===== config.mk =====
export PLATFORM = sky130hd
export DESIGN_NAME = rx_fcs_chk16
export DESIGN_NICKNAME = d
export VERILOG_FILES = /design/src/rtl/rx_fcs_chk16_pkg.sv /design/src/rtl/crc32_d16s.sv /design/src/rtl/crc32_d8s.sv /design/src/rtl/rx_fcs_chk16.sv
export SDC_FILE = /design/constraint.sdc
export NUM_CORES = 1
export LEC_CHECK = 0
export BUFFER_PORTS_ARGS = -buffer_cell sky130_fd_sc_hd__buf_2
export CORE_MARGIN = 4
export CORE_UTILIZATION = 53
export CTS_CLUSTER_SIZE = 25
export DETAILED_ROUTE_END_ITERATION = 12
export GPL_TIMING_DRIVEN = 0
export MAX_ROUTING_LAYER = met4
export PLACE_DENSITY = 0.75
export SLEW_MARGIN = 5
export SYNTH_ARGS = -nofsm -noshare
export SYNTH_HDL_FRONTEND = slang
export SYNTH_SLANG_ARGS = --single-unit
export TNS_END_PERCENT = 30

===== constraint.sdc =====
create_clock -name clk -period 4.5 [get_ports clk]
set_clock_uncertainty 0.15 [all_clocks]
set_input_delay 0.675 -clock clk [delete_from_list [all_inputs] [get_ports clk]]
set_output_delay 0.675 -clock clk [all_outputs]
set_load 0.005 [all_outputs]

===== src/rtl/rx_fcs_chk16_pkg.sv =====
// Shared MAC definitions for the receive FCS checker: CRC-32 constants, Ethernet
// length limits, FSM state type and the bit-serial CRC-32 byte step.
package rx_fcs_chk16_pkg;

  localparam logic [31:0] CRC32_INIT            = 32'hFFFFFFFF;
  localparam logic [31:0] CRC32_RESIDUE_DEFAULT = 32'hC704DD7B;
  localparam logic [31:0] CRC32_POLY            = 32'h04C11DB7;
  localparam int          ETH_MIN_LEN           = 64;
  localparam int          ETH_MAX_LEN           = 1518;

  typedef enum logic {
    IDLE  = 1'b0,
    FRAME = 1'b1
  } fsm_state_e;

  // Register is kept MSB-first while each byte enters LSB-first, as on the wire.
  function automatic logic [31:0] crc32_byte(input logic [31:0] crc, input logic [7:0] data);
    logic [31:0] c;
    c = crc;
    for (int i = 0; i < 8; i++) begin
      if (c[31] ^ data[i]) c = {c[30:0], 1'b0} ^ CRC32_POLY;
      else                 c = {c[30:0], 1'b0};
    end
    return c;
  endfunction

endpackage


===== src/rtl/crc32_d16s.sv =====
// Combinational CRC-32 step over one 16-bit beat; data_i[15:8] is the earlier byte.
module crc32_d16s
  import rx_fcs_chk16_pkg::*;
(
  input  logic [31:0] seed_i,
  input  logic [15:0] data_i,
  output logic [31:0] crc_o
);

  assign crc_o = crc32_byte(crc32_byte(seed_i, data_i[15:8]), data_i[7:0]);

endmodule


===== src/rtl/crc32_d8s.sv =====
// Combinational CRC-32 step over one byte with an explicit 32-bit seed.
module crc32_d8s
  import rx_fcs_chk16_pkg::*;
(
  input  logic [31:0] seed_i,
  input  logic [7:0]  data_i,
  output logic [31:0] crc_o
);

  assign crc_o = crc32_byte(seed_i, data_i);

endmodule


===== src/rtl/rx_fcs_chk16.sv =====
// Receive-side Ethernet FCS checker for the 16-bit datapath with registered frame status.
// Optional statistics counters are built when RX_FCS_STATS_EN is defined.
module rx_fcs_chk16
  import rx_fcs_chk16_pkg::*;
#(
  parameter logic [31:0] CRC_RESIDUE = CRC32_RESIDUE_DEFAULT,
  parameter int          MIN_LEN     = ETH_MIN_LEN,
  parameter int          MAX_LEN     = ETH_MAX_LEN
) (
  input  logic        clk,
  input  logic        rst,
  input  logic        rx_vld,
  input  logic        rx_sop,
  input  logic        rx_eop,
  input  logic        rx_mod,
  input  logic [15:0] rx_data,
  output logic        chk_vld,
  output logic        chk_ok,
  output logic        chk_crc_err,
  output logic        chk_len_err,
  output logic        chk_abort,
  output logic [15:0] chk_len,
  input  logic        stat_clr,
  output logic [31:0] stat_good,
  output logic [31:0] stat_bad
);

  localparam logic [15:0] MinLen = 16'(MIN_LEN);
  localparam logic [15:0] MaxLen = 16'(MAX_LEN);

  fsm_state_e  state_q, state_d;
  logic [31:0] crc_q, crc_d;
  logic [15:0] len_q, len_d;
  logic        pend_q, pend_d;

  logic        odd_tail;
  logic [31:0] seed, crc16_out, crc8_out, crc_next;
  logic [15:0] len_base, len_next;
  logic [1:0]  len_inc;
  logic [16:0] len_sum;
  logic        new_crc_err, new_len_err, old_crc_err, old_len_err;

  logic        rep_vld, rep_abort, rep_crc_err, rep_len_err, rep_ok;
  logic [15:0] rep_len;

  logic        chk_vld_q, chk_ok_q, chk_crc_err_q, chk_len_err_q, chk_abort_q;
  logic [15:0] chk_len_q;

  assign odd_tail = rx_eop & rx_mod;
  assign seed     = rx_sop ? CRC32_INIT : crc_q;

  crc32_d16s u_crc16 (.seed_i(seed), .data_i(rx_data),       .crc_o(crc16_out));
  crc32_d8s  u_crc8  (.seed_i(seed), .data_i(rx_data[15:8]), .crc_o(crc8_out));

  assign crc_next = odd_tail ? crc8_out : crc16_out;
  assign len_base = rx_sop ? 16'd0 : len_q;
  assign len_inc  = odd_tail ? 2'd1 : 2'd2;
  assign len_sum  = {1'b0, len_base} + {15'd0, len_inc};
  assign len_next = len_sum[16] ? 16'hFFFF : len_sum[15:0];

  assign new_crc_err = (crc_next != CRC_RESIDUE);
  assign new_len_err = (len_next < MinLen) | (len_next > MaxLen);
  assign old_crc_err = (crc_q != CRC_RESIDUE);
  assign old_len_err = (len_q < MinLen) | (len_q > MaxLen);

  // A deferred single-beat frame (pend_q) is reported from crc_q/len_q; if another
  // single-beat frame lands in that same cycle it takes over the deferred slot.
  always_comb begin
    state_d     = state_q;
    crc_d       = crc_q;
    len_d       = len_q;
    pend_d      = 1'b0;
    rep_vld     = pend_q;
    rep_abort   = 1'b0;
    rep_crc_err = old_crc_err;
    rep_len_err = old_len_err;
    rep_len     = len_q;
    case (state_q)
      IDLE: begin
        if (rx_vld && rx_sop) begin
          crc_d = crc_next;
          len_d = len_next;
          if (!rx_eop) begin
            state_d = FRAME;
          end else if (pend_q) begin
            pend_d = 1'b1;
          end else begin
            rep_vld     = 1'b1;
            rep_crc_err = new_crc_err;
            rep_len_err = new_len_err;
            rep_len     = len_next;
          end
        end
      end
      FRAME: begin
        if (rx_vld) begin
          crc_d = crc_next;
          len_d = len_next;
          if (rx_sop) begin
            rep_vld     = 1'b1;
            rep_abort   = 1'b1;
            rep_crc_err = 1'b0;
            rep_len_err = old_len_err;
            rep_len     = len_q;
            if (rx_eop) begin
              pend_d  = 1'b1;
              state_d = IDLE;
            end
          end else if (rx_eop) begin
            rep_vld     = 1'b1;
            rep_crc_err = new_crc_err;
            rep_len_err = new_len_err;
            rep_len     = len_next;
            state_d     = IDLE;
          end
        end
      end
      default: state_d = IDLE;
    endcase
  end

  assign rep_ok = !(rep_abort | rep_crc_err | rep_len_err);

  always_ff @(posedge clk) begin
    if (rst) begin
      state_q       <= IDLE;
      crc_q         <= CRC32_INIT;
      len_q         <= '0;
      pend_q        <= 1'b0;
      chk_vld_q     <= 1'b0;
      chk_ok_q      <= 1'b0;
      chk_crc_err_q <= 1'b0;
      chk_len_err_q <= 1'b0;
      chk_abort_q   <= 1'b0;
      chk_len_q     <= '0;
    end else begin
      state_q   <= state_d;
      crc_q     <= crc_d;
      len_q     <= len_d;
      pend_q    <= pend_d;
      chk_vld_q <= rep_vld;
      if (rep_vld) begin
        chk_ok_q      <= rep_ok;
        chk_crc_err_q <= rep_crc_err;
        chk_len_err_q <= rep_len_err;
        chk_abort_q   <= rep_abort;
        chk_len_q     <= rep_len;
      end
    end
  end

  assign chk_vld     = chk_vld_q;
  assign chk_ok      = chk_ok_q;
  assign chk_crc_err = chk_crc_err_q;
  assign chk_len_err = chk_len_err_q;
  assign chk_abort   = chk_abort_q;
  assign chk_len     = chk_len_q;

`ifdef RX_FCS_STATS_EN
  logic [31:0] stat_good_q, stat_bad_q;

  // Counters step on the same edge that raises chk_vld; a clear wins over a count.
  always_ff @(posedge clk) begin
    if (rst || stat_clr) begin
      stat_good_q <= '0;
      stat_bad_q  <= '0;
    end else if (rep_vld) begin
      if (rep_ok && (stat_good_q != 32'hFFFFFFFF)) stat_good_q <= stat_good_q + 32'd1;
      if (!rep_ok && (stat_bad_q != 32'hFFFFFFFF)) stat_bad_q <= stat_bad_q + 32'd1;
    end
  end

  assign stat_good = stat_good_q;
  assign stat_bad  = stat_bad_q;
`else
  logic unused_stat_clr;
  assign unused_stat_clr = stat_clr;
  assign stat_good       = '0;
  assign stat_bad        = '0;
`endif

endmodule


==> run_results.csv <==
group,metric,value,unit
critical_path,reg2regPathDepth,12,
die,io_pins,108,
pwr,pwr-share-seq,0.135,
detailed_routing,remaining_drc_errors,0,
clocking,cts_max_path_buffers,2,
detailed_routing,wl_per_cell,19.6,µm
pwr,p_per_area,747,mW/mm²
synth,synthCells,828,
critical_path,rr_endpoint,"chk_crc_err",
place,dp_cells,1096,
cells_and_area,final-seq-area,0.00142,mm²
sta,setup-violations-final,0,
sta,hold_viol_final,0,
die,initial_core_util,0.549,
clocking,cts-hold-fix-buffers,0,
cells_and_area,final_nets,969,
synth,syn_avg_cell_area,8.47,µm²
sta,fin_setup_tns,0,ns
critical_path,r2r-start,"crc_q[30]",
min_path,hold_path_end,"chk_len[13]",
pwr,swShare,0.452,
critical_path,worst-path-max-fanout,19,
die,die_area,0.0151,mm²
detailed_routing,routed_wirelength,22.0,mm
min_path,holdPathStages,2,
sta,fin_crit,4.48,ns
die,std_cell_rows,41,
critical_path,critPathKind,"in -> reg",
outcome,status,"completed",
synth,synth_top_flop_cell,"dfxtp_1",
pwr,ir_drop,0.434,mV
sta,max_freq,0.223,GHz
cells_and_area,multi_input_area,0.00513,mm²
die,die_width,123,µm
sta,finalCritPeriodShare,0.996,
place,io_buffers,33,
synth,synth-async-reset-ratio,0,
cells_and_area,synthToLayoutAreaGrowth,16.1,%
critical_path,start_kind,"primary input",
critical_path,critPathCaptureType,"register",
global_routing,grt_max_degree,20,
sta,drv_slew,0,
clocking,cts_made_buffers,9,
die,core_area,0.0128,mm²
clocking,cts_tree,"yes",
detailed_routing,ant_nets,0,
cells_and_area,insertedDiodeCount,0,
synth,ys_seq_area_frac,0.203,
cells_and_area,drive_gt1_frac,0.211,
place,place_congestion,1.01,
pwr,p_int,3.33,mW
global_routing,track_usage,0.295,
global_routing,grt_pass1_vias,5534,
global_routing,grt_first_pass_wirelength,32.4,mm
synth,yosys_register_bits,71,
pwr,combPwrFrac,0.741,
place,dp_hpwl,16.9,mm
critical_path,arrival,4.55,ns
detailed_routing,viasPerCell,5.62,
detailed_routing,drt_iter0_markers,663,
clocking,clock_latency,0.33,ns
flow_run,cap_violations,0,
critical_path,cp.required,4.56,ns
clocking,clkSlewWorstSetupHoldPaths,0.06,ns
detailed_routing,vias,6295,
detailed_routing,dr.pass1.iters,5,
synth,synthesis.area,0.00701,mm²
die,die_h,123,µm
pwr,p_switching,2.75,mW
clocking,htreeDepth,3,
global_routing,grt_overflow,0,
clocking,cts-root-buf,"clkbuf_16",
sta,slew_headroom,0.426,
synth,synth_cell_types,68,
synth,synth-edff-count,0,
min_path,hold_class,"reg -> reg",
clocking,clock-sinks,71,
critical_path,r2r_setup_slack,0.19,ns
sta,tightestPinTransition,0.857,ns
pwr,leakage,3.59,nW
synth,ys_warn_count,0,
min_path,worstHoldStart,"chk_len[13]",
pwr,p_clk_frac,0.124,
cells_and_area,layoutNonFillerInstCount,1120,
global_routing,antenna_found_initial,0,
cells_and_area,fillCellCount,1152,
==> power by group through the flow <==
stage	logic [mW]	clock network (mW)	registers, mW
after detailed placement	4.39	0	0.826
final	4.50	0.754	0.821
after CTS	4.42	0.759	0.814
after global routing	4.75	0.783	0.828
after global placement	4.37	0	0.826
after floorplan	3.42	0	0.796
==> layout by cell type, fill, tap and decap left out, types with 12 or more instances in the layout <==
| master | Yosys | layout |
|---|---|---|
| buf_2 | 17 | 43 |
| xnor2_2 | 13 | 13 |
| dfxtp_1 | 71 | 71 |
| conb_1 | 1 | 64 |
| a211oi_1 | 13 | 13 |
| nand2_1 | 55 | 54 |
| nor2_1 | 131 | 131 |
| mux2i_1 | 13 | 13 |
| o21ai_0 | 25 | 21 |
| clkbuf_1 | 30 | 25 |
| buf_4 | 68 | 79 |
| xnor2_1 | 100 | 100 |
| xor2_1 | 38 | 38 |
| a21oi_1 | 31 | 29 |
| nor3_1 | 26 | 24 |
| a211o_1 | 23 | 23 |
| xnor3_1 | 23 | 23 |
| nor4_1 | 13 | 12 |
==> per-layer routing <==
| metal | track usage | share of wire | vias to the layer above |
|---|---|---|---|
| met5 | - | 0 | - |
| met4 | 0.0637 | 0.019 | 0 |
| met3 | 0.0526 | 0.098 | 36 |
| met2 | 0.436 | 0.44 | 329 |
| met1 | 0.424 | 0.44 | 2988 |
| li1 | - | - | 2942 |
==> timing repair <==
item,in CTS,in global routing
pin swaps,2,8
endpoints found under the setup margin,29,2
setup buffers,4,7
gates cloned,0,0
resized for setup,19,16
==> how the worst max path moves through the flow <==
stage	startpoint	endpoint	slack (ns)
finish	rx_eop	chk_ok	0.02
CTS	rx_sop	chk_ok	0.02
global placement	rx_sop	chk_ok	-1.36
global route	rx_eop	chk_ok	-0.03
detailed placement	rx_sop	chk_ok	-1.36
floorplan	rx_sop	chk_ok	0.01
==> critical path, stage by stage <==
cell	delay, ns
clkbuf_1	0.29
nand2_1	0.24
inv_1	0.12
clkbuf_4	0.28
buf_2	0.31
ha_2	0.25
fa_2	0.24
nand3_4	0.12
nor4_4	0.35
nand4_1	0.28
o21ai_1	0.19
a41oi_1	0.09
nor4_1	0.39
o21ai_1	0.15
a41oi_2	0.19
a31oi_1	0.09
a22oi_1	0.18
a21oi_1	0.09
==> cell usage after synthesis (3+ instances only) <==
| cell type | count | area [µm²] |
|---|---|---|
| xnor2_4 | 4 | 110 |
| nand4b_1 | 5 | 43.8 |
| inv_1 | 4 | 15.0 |
| buf_1 | 5 | 18.8 |
| buf_6 | 3 | 33.8 |
| a211o_1 | 23 | 201 |
| nor2b_1 | 6 | 37.5 |
| xor2_2 | 4 | 65.1 |
| nand3_1 | 10 | 50.1 |
| nand4_1 | 7 | 43.8 |
| a311oi_1 | 3 | 26.3 |
| xnor2_2 | 13 | 211 |
| nand2b_1 | 4 | 25.0 |
| xnor2_1 | 100 | 876 |
| a41oi_1 | 4 | 35.0 |
| xor2_1 | 38 | 333 |
| nor2_1 | 131 | 492 |
| o21ai_0 | 25 | 125 |
| mux2i_1 | 13 | 130 |
| a221oi_1 | 5 | 43.8 |
| o21ai_1 | 4 | 20.0 |
| xnor3_2 | 3 | 71.3 |
| nor3_1 | 26 | 130 |
| xnor3_1 | 23 | 518 |
| nor4_1 | 13 | 81.3 |
| clkbuf_1 | 30 | 113 |
| nand2_1 | 55 | 206 |
| mux2_2 | 3 | 33.8 |
| a211oi_1 | 13 | 97.6 |
| buf_2 | 17 | 85.1 |
| and3_1 | 7 | 43.8 |
| a32oi_1 | 4 | 35.0 |
| a21oi_1 | 31 | 155 |
| buf_4 | 68 | 510 |
| xor3_1 | 6 | 143 |
| nor4b_1 | 4 | 35.0 |
| dfxtp_1 | 71 | 1420 |
| a22oi_1 | 3 | 22.5 |
==> area by class of cell <==
class                   instances  share of cell area
repair buffers                 44              0.0307
inverters                       4             0.00184
plain buffers                 120              0.0982
flip-flops and latches         71               0.175
well taps                     172              0.0264
multi-input cells             693               0.630
clock buffers                   9              0.0277
clock inverters                 7              0.0108
==> sequential cells by signal, indices dropped and copies added (netlist names) <==
register,flops
crc_q,32
chk_len,16
len_q,16
chk_abort,1
chk_crc_err,1
chk_len_err,1
chk_ok,1
chk_vld,1
pend_q,1
state_q,1
==> metrics by stage <==
stage	hold WS (ns)	setup WS (ns)	util	total power, mW	area, µm²
after detailed placement	0.301	-1.36	0.600	5.21	7660
after global routing	0.331	-0.0297	0.637	6.36	8140
final	0.309	0.0162	0.637	6.08	8140
after global placement	0.294	-1.36	0.600	5.20	7660
after floorplan	0.298	0.0106	-	4.22	7280
after CTS	0.312	0.0237	0.630	5.99	8050
==> cells by family (layout without fill, tap and decap cells) <==
logic type	after synthesis	in the layout	synth area share
fa+ha+maj	3	3	0.00642
mux	16	16	0.0234
simple gates	288	288	0.193
other cells	1	64	0.000535
buf+inv	127	184	0.111
compound gates	129	129	0.124
flops	71	71	0.203
xor+xnor	193	193	0.339
(Power assumes the default switching activity.)
